--- config.mk ---
export PLATFORM = sky130hd
export DESIGN_NAME = host_bus_fabric
export DESIGN_NICKNAME = d
export VERILOG_FILES = /design/src/rtl/bus_pkg.sv /design/src/rtl/bus_wait_timer.sv /design/src/rtl/host_bus_fabric.sv
export SDC_FILE = /design/constraint.sdc
export NUM_CORES = 1
export LEC_CHECK = 0
export BUFFER_PORTS_ARGS = -buffer_cell sky130_fd_sc_hd__clkbuf_2
export CAP_MARGIN = 20
export CORE_UTILIZATION = 27
export CTS_CLUSTER_DIAMETER = 100
export CTS_CLUSTER_SIZE = 25
export DETAILED_ROUTE_END_ITERATION = 8
export GPL_ROUTABILITY_DRIVEN = 0
export HOLD_SLACK_MARGIN = 0.1
export PLACE_DENSITY = 0.74
export SLEW_MARGIN = 10
export SYNTH_ARGS = -nofsm -noshare
export SYNTH_HDL_FRONTEND = slang
export SYNTH_HIERARCHICAL = 1
export SYNTH_SLANG_ARGS = --single-unit
--- constraint.sdc ---
create_clock -name I_clock -period 2 [get_ports I_clock]
set_input_delay 0.1 -clock I_clock [delete_from_list [all_inputs] [get_ports I_clock]]
set_output_delay 0.1 -clock I_clock [all_outputs]
set_load 0.01 [all_outputs]
--- src/rtl/bus_pkg.sv ---
// Shared definitions for the host bus fabric: size limits, wait-state type
// and the per-slave region descriptor used by the address decoder.
package bus_pkg;

  localparam int MAX_SLAVES       = 8;
  localparam int WAIT_BITS        = 3;
  localparam int REGION_ADDR_BITS = 32;

  typedef logic [WAIT_BITS-1:0] wait_t;

  // One decoded slave window; base/mask are zero-extended host addresses.
  typedef struct packed {
    logic [REGION_ADDR_BITS-1:0] base;
    logic [REGION_ADDR_BITS-1:0] mask;
    wait_t                       waits;
  } region_t;

  // A region matches when every bit flagged in the mask equals the base.
  function automatic logic region_hit(input logic [REGION_ADDR_BITS-1:0] addr,
                                      input region_t r);
    return ((addr & r.mask) == (r.base & r.mask));
  endfunction

endpackage

--- src/rtl/bus_wait_timer.sv ---
// Wait-state down-counter: loaded at access start, counts down to zero,
// and is cleared immediately when the master abandons the access.
module bus_wait_timer
  import bus_pkg::*;
(
  input  logic  clock,
  input  logic  reset,
  input  logic  load,
  input  wait_t load_value,
  input  logic  abort,
  output logic  busy
);

  wait_t count;

  // The start cycle itself is the first stall cycle, so the register keeps
  // only the remaining stalls (waits - 1) after the load edge.
  always_ff @(posedge clock) begin
    if (reset) begin
      count <= '0;
    end else if (abort) begin
      count <= '0;
    end else if (load) begin
      count <= (load_value != '0) ? wait_t'(load_value - 1'b1) : '0;
    end else if (count != '0) begin
      count <= wait_t'(count - 1'b1);
    end
  end

  assign busy = (count != '0);

endmodule

--- src/rtl/host_bus_fabric.sv ---
// Host bus fabric: decodes the master address into one-hot slave selects,
// inserts per-slave wait states, muxes read data and keeps an open-bus
// latch that answers reads to unmapped space.
module host_bus_fabric
  import bus_pkg::*;
#(
  parameter int                     P_slaves    = 3,
  parameter int                     P_addr_bits = 16,
  parameter int                     P_data_bits = 8,
  parameter logic [P_addr_bits-1:0] P_base  [P_slaves] = '{16'h0000, 16'h2000, 16'h4000},
  parameter logic [P_addr_bits-1:0] P_mask  [P_slaves] = '{16'hE000, 16'hE000, 16'h0000},
  parameter logic [WAIT_BITS-1:0]   P_waits [P_slaves] = '{3'd0, 3'd0, 3'd2},
  parameter logic [P_data_bits-1:0] P_open_init = '1
) (
  input  logic                            I_clock,
  input  logic                            I_reset,
  input  logic [P_addr_bits-1:0]          I_addr,
  input  logic                            I_rdwr,
  input  logic                            I_phy2,
  input  logic [P_data_bits-1:0]          I_wr_data,
  output logic [P_data_bits-1:0]          O_rd_data,
  output logic                            O_ready,
  output logic [P_slaves-1:0]             O_select,
  output logic [P_slaves-1:0]             O_wren,
  input  logic [P_slaves*P_data_bits-1:0] I_slave_data,
  output logic                            O_unmapped
);

  localparam int SEL_BITS = (P_slaves > 1) ? $clog2(P_slaves) : 1;

  region_t                    regions [P_slaves];
  logic [REGION_ADDR_BITS-1:0] addr_ext;
  logic                       hit;
  logic [SEL_BITS-1:0]        sel_idx;
  wait_t                      sel_waits;
  logic                       phy2_q;
  logic                       access_start;
  logic                       busy;
  logic                       done_q;
  logic [P_data_bits-1:0]     open_bus;

  for (genvar g = 0; g < P_slaves; g++) begin : g_region
    assign regions[g].base  = REGION_ADDR_BITS'(P_base[g]);
    assign regions[g].mask  = REGION_ADDR_BITS'(P_mask[g]);
    assign regions[g].waits = P_waits[g];
  end

  assign addr_ext = REGION_ADDR_BITS'(I_addr);

  // Priority decode: scanning from the top down lets the lowest index win.
  always_comb begin
    hit      = 1'b0;
    sel_idx  = '0;
    O_select = '0;
    for (int i = P_slaves - 1; i >= 0; i--) begin
      if (region_hit(addr_ext, regions[i])) begin
        hit     = 1'b1;
        sel_idx = SEL_BITS'(i);
      end
    end
    if (hit) begin
      O_select[sel_idx] = 1'b1;
    end
  end

  assign sel_waits    = hit ? regions[sel_idx].waits : '0;
  assign access_start = I_phy2 & ~phy2_q;

  bus_wait_timer u_timer (
    .clock      (I_clock),
    .reset      (I_reset),
    .load       (access_start),
    .load_value (sel_waits),
    .abort      (~I_phy2),
    .busy       (busy)
  );

  assign O_ready   = ~((access_start & (sel_waits != '0)) | busy);
  assign O_wren    = O_select & {P_slaves{I_phy2 & ~I_rdwr & O_ready & ~I_reset}};
  assign O_rd_data = hit ? I_slave_data[int'(sel_idx)*P_data_bits +: P_data_bits] : open_bus;

  // Registered data phase, used to spot the rising edge that starts an access.
  always_ff @(posedge I_clock) begin
    if (I_reset) begin
      phy2_q <= 1'b0;
    end else begin
      phy2_q <= I_phy2;
    end
  end

  // Open-bus latch follows whatever value last crossed the bus.
  always_ff @(posedge I_clock) begin
    if (I_reset) begin
      open_bus <= P_open_init;
    end else if (I_phy2 & O_ready) begin
      open_bus <= I_rdwr ? O_rd_data : I_wr_data;
    end
  end

  // Unmapped flag fires once per access, on its first completed data cycle.
  always_ff @(posedge I_clock) begin
    if (I_reset) begin
      done_q     <= 1'b0;
      O_unmapped <= 1'b0;
    end else begin
      O_unmapped <= I_phy2 & O_ready & ~done_q & ~hit;
      if (!I_phy2) begin
        done_q <= 1'b0;
      end else if (O_ready) begin
        done_q <= 1'b1;
      end
    end
  end

endmodule

==> Implementation_results.wiki <==
{| class="wikitable"
! Metric !! Value
|-
| Overall track demand over capacity in global routing || 13.55%
|-
| Share of synthesized cell area in and, or, nand and nor gates || 23.63%
|-
| Hold violation count in the final report || 0
|-
| Number of enable flip-flop cells after synthesis || 0
|-
| Result of the run || finished, final reports clean
|-
| Vias in the first global route || around 550
|-
| Leftover overflow at the end of global routing || 0
|-
| Clock slew at the register clock pins of the worst setup and hold paths || about 0.04 ns
|-
| Layout cells sized above 1 || between 40% and 50%
|-
| Storage element area || between 80 and 90 um2
|-
| Adder-cell share of the synthesized area || 9.547%
|-
| Placed wire-length estimate after detailed placement || ~1200 um
|-
| Path type of the worst min-delay path || input port to register
|-
| Int Power || about 0.23 mW
|-
| Cell-by-cell trace of the critical path || inv_1 > ha_4 > nand2b_4 > or4b_4 > nor3b_2 > clkbuf_2
|-
| DR vias/cell || 4.568
|-
| Number of optimization iterations in the first detailed-route pass || 2
|-
| Number of antenna-violating nets in the routed design || 0
|-
| Final critical-path required period || 1.875 ns
|-
| Portion of total power attributed to combinational logic || between 40% and 50%
|-
| NetSw || between 0.1 and 0.15 mW
|-
| Number of levels the H-tree was split into || 1
|-
| Capture point of the critical path || O_wren[2]
|-
| Yosys warns || 6
|-
| Required arrival time at the worst endpoint || 1.90 ns
|-
| Largest net degree at the start of global routing || 18
|-
| Mapped Cells || 69
|-
| Number of different library cells in the post-synthesis netlist || 25
|-
| Routed wire length per instance || 9.682 um
|-
| Critical setup path kind || register to output pin
|-
| Leading cell types by count after synthesis || sky130_fd_sc_hd__o21ai_0, sky130_fd_sc_hd__mux2i_1, sky130_fd_sc_hd__inv_1, sky130_fd_sc_hd__nor2_1
|-
| TritonCTS buffer count || 3
|-
| Power share of the clock group || just under 30%
|-
| DRT Wirelength || ~1400 um
|-
| Slowest cell on crit path || sky130_fd_sc_hd__or4b_4
|-
| Effective utilization at floorplan || between 20 and 30%
|-
| Number of diodes added for antenna fixing || 0
|-
| Peak ir drop on the vdd network || roughly 0.36 mV
|-
| Area share of xor/xnor cells in the synthesized design || 0%
|-
| Area taken by multi-input logic gates || around 440 um2
|-
| CP bufs+invs || 2
|-
| Cell family with most CP delay || simple AND/OR/NAND/NOR gates
|-
| I/O Pins || 68
|-
| Setup TNS || 0 ns
|-
| Number of register bits inferred by synthesis || 4
|-
| Cell leakage power || roughly 0.44 nW
|-
| Worst path max stage delay || roughly 0.54 ns
|-
| Crit path launch type || register
|-
| Post-CTS Repair Setup Buffers || 0
|-
| Area fraction in compound gates after synthesis || approximately 24%
|-
| Chip width || about 46 um
|-
| Worst setup path startpoint || u_timer/count[0]
|-
| Total number of cells along the worst setup path || 6
|-
| Max Fanout on Critical Path || 4
|-
| Number of pins with negative max-slew slack in the final report || 0
|-
| Area share of the largest cell type after synthesis || 17.18%
|-
| Share of synthesized flip-flops with an asynchronous set or reset || 0%
|-
| Cells taking the most area after synthesis || sky130_fd_sc_hd__mux2i_1, sky130_fd_sc_hd__dfxtp_1, sky130_fd_sc_hd__o21ai_0
|-
| Number of violations of the max-capacitance limit || 0
|-
| Proportion of synthesized area in mux cells || 17.18%
|-
| Final Cycle Share || 93.74%
|-
| Cell type with the highest aggregate area in the netlist || sky130_fd_sc_hd__mux2i_1
|-
| Worst EP arrival || 1.77 ns
|-
| Avg Cell Area, Syn || 7.598 um2
|-
| Final setup violating endpoints || 0
|-
| Power density relative to cell area || between 400 and 500 nW/um2
|-
| Switching part of the total || about a third
|-
| Area of the die || 2122 um2
|-
| Core area || roughly 1800 um2
|-
| Critical path capture point type || output pin
|-
| Endpoint of the worst register-to-register path || u_timer/count[2]
|-
| Initial antenna violation count || 0
|-
| Number of placed cells counting well taps || 145
|-
| Wire length of the first global-routing pass || ~2100 um
|-
| Chip Height || approximately 46 um
|-
| CTS tree || built
|-
| Critical R2R Launch || u_timer/count[0]
|-
| Worst r2r path cells || 5
|-
| Number of filler instances in the final layout || between 150 and 200
|-
| Fin Clk Skew || approximately 0.002 ns
|-
| Via Count || a little under 700
|-
| Mapped cell area || 524.3 um2
|-
| Violation count after the first detailed-route iteration || 1
|-
| Internal reg-to-reg setup slack || about 0.63 ns
|-
| Layout overhead on the synthesized area || 60.38%
|-
| Cell with the most instances after synthesis || sky130_fd_sc_hd__o21ai_0
|-
| Root buffer cell || sky130_fd_sc_hd__clkbuf_4
|-
| Post-route insts no fill || 148
|-
| Clock net sink count || 4
|-
| Number of nets in the final layout || between 150 and 200
|-
| Number of placement rows || 15
|-
| Number of buffers on the longest clock path || 2
|-
| Drt drc || 0
|-
| Register share of total power || around 26%
|-
| Main combinational cell family by area after synthesis || compound AO/OA/AOI/OAI gates
|-
| Later-pin clock latency in the skew report || around 0.23 ns
|-
| Part of the Yosys area used for sequential elements || between 10% and 20%
|-
| Port bufs || 45
|-
| Peak Freq || between 0.5 and 0.6 GHz
|-
| Top_reg_cell synth || sky130_fd_sc_hd__dfxtp_1
|-
| RSZ-0062 raised after global routing || false
|-
| Post-CTS Hold Fix Bufs || 0
|}
[area by class of cell]
cell class	count	area share, %
Clock buffer	3	2.679
Sequential cell	4	9.524
Inverter	7	3.125
Multi-Input combinational cell	62	52.38
Timing Repair Buffer	47	28.57
Tap cell	25	3.720
[cell families (layout without fill, tap and decap cells)]
logic type                 count (synthesis)  after routing
AOI/OAI and AO/OA                         21             21
adders and majority gates                  4              4
buffers and inverters                     10             57
DFF                                        4              4
muxes                                      9              9
other                                      1              8
and+or+nand+nor                           20             20
[power groups by stage]
stage	registers (mW)	clock network [mW]	logic, mW
floorplan	0.0877	0	0.0822
global placement	0.0879	0	0.139
detailed placement	0.0881	0	0.144
CTS	0.0869	0.103	0.145
global route	0.0873	0.111	0.169
finish	0.0871	0.0990	0.151
[per-layer routing]
| layer | share of wire [%] | track usage [%] | wire length (um) |
|---|---|---|---|
| met1 | 40 | 12.94 | 577 |
| met2 | 49 | 27.32 | 702 |
| met3 | 9.6 | 2.745 | 138 |
| met4 | 0.91 | 5.294 | 13 |
| met5 | 0 | 0 | 0 |
[through the flow]
stage	hold slack [ns]	area (um2)	total power [mW]	setup slack [ns]	utilization, %
final	0.1071	840.8	0.3371	0.1253	47.66
after global routing	0.1033	840.8	0.3668	0.02551	47.66
after CTS	0.1013	820.8	0.3350	0.04458	46.52
after detailed placement	0.3501	798.3	0.2324	0.2958	45.25
after global placement	0.3385	798.3	0.2267	0.3296	45.25
after floorplan	0.1667	550.5	0.1698	0.4478	-
[worst register-to-register path: cells and delay by family (launching register included)]
| family | cells | cell delay, ns |
|---|---|---|
| compound gates | 1 | 0.36 |
| fa+ha+maj | 1 | 0.19 |
| buf+inv | 1 | 0.12 |
| flops | 1 | 0.31 |
| simple gates | 2 | 0.27 |
[registers in the layout (all words and copies together) (netlist names)]
register       count
phy2_q             1
u_timer/count      3
[placed cells by master (no fill, tap or decap), types with 2 or more instances in the layout]
cell type	instances
sky130_fd_sc_hd__nor3_1	4
sky130_fd_sc_hd__clkbuf_4	3
sky130_fd_sc_hd__ha_1	3
sky130_fd_sc_hd__nor2b_1	2
sky130_fd_sc_hd__mux2i_1	9
sky130_fd_sc_hd__clkbuf_2	45
sky130_fd_sc_hd__conb_1	8
sky130_fd_sc_hd__buf_4	2
sky130_fd_sc_hd__inv_1	7
sky130_fd_sc_hd__o21ai_0	16
sky130_fd_sc_hd__dfxtp_1	4
sky130_fd_sc_hd__nor2_1	6
[worst min path at each step]
| stage | start | end | slack, ns | cells past startpoint |
|---|---|---|---|---|
| final | I_reset | phy2_q | 0.11 | 2 |
| after floorplan | I_reset | phy2_q | 0.17 | 1 |
| after detailed placement | I_reset | phy2_q | 0.35 | 2 |
| after global routing | I_reset | phy2_q | 0.10 | 2 |
| after CTS | I_reset | phy2_q | 0.10 | 2 |
| after global placement | I_reset | phy2_q | 0.34 | 2 |
[repair_timing]
action,in CTS,in global routing
endpoints found under the setup margin,0,3
hold endpoints to repair,0,0
gates resized for setup,0,3
Power figures use the tool's default switching activity.
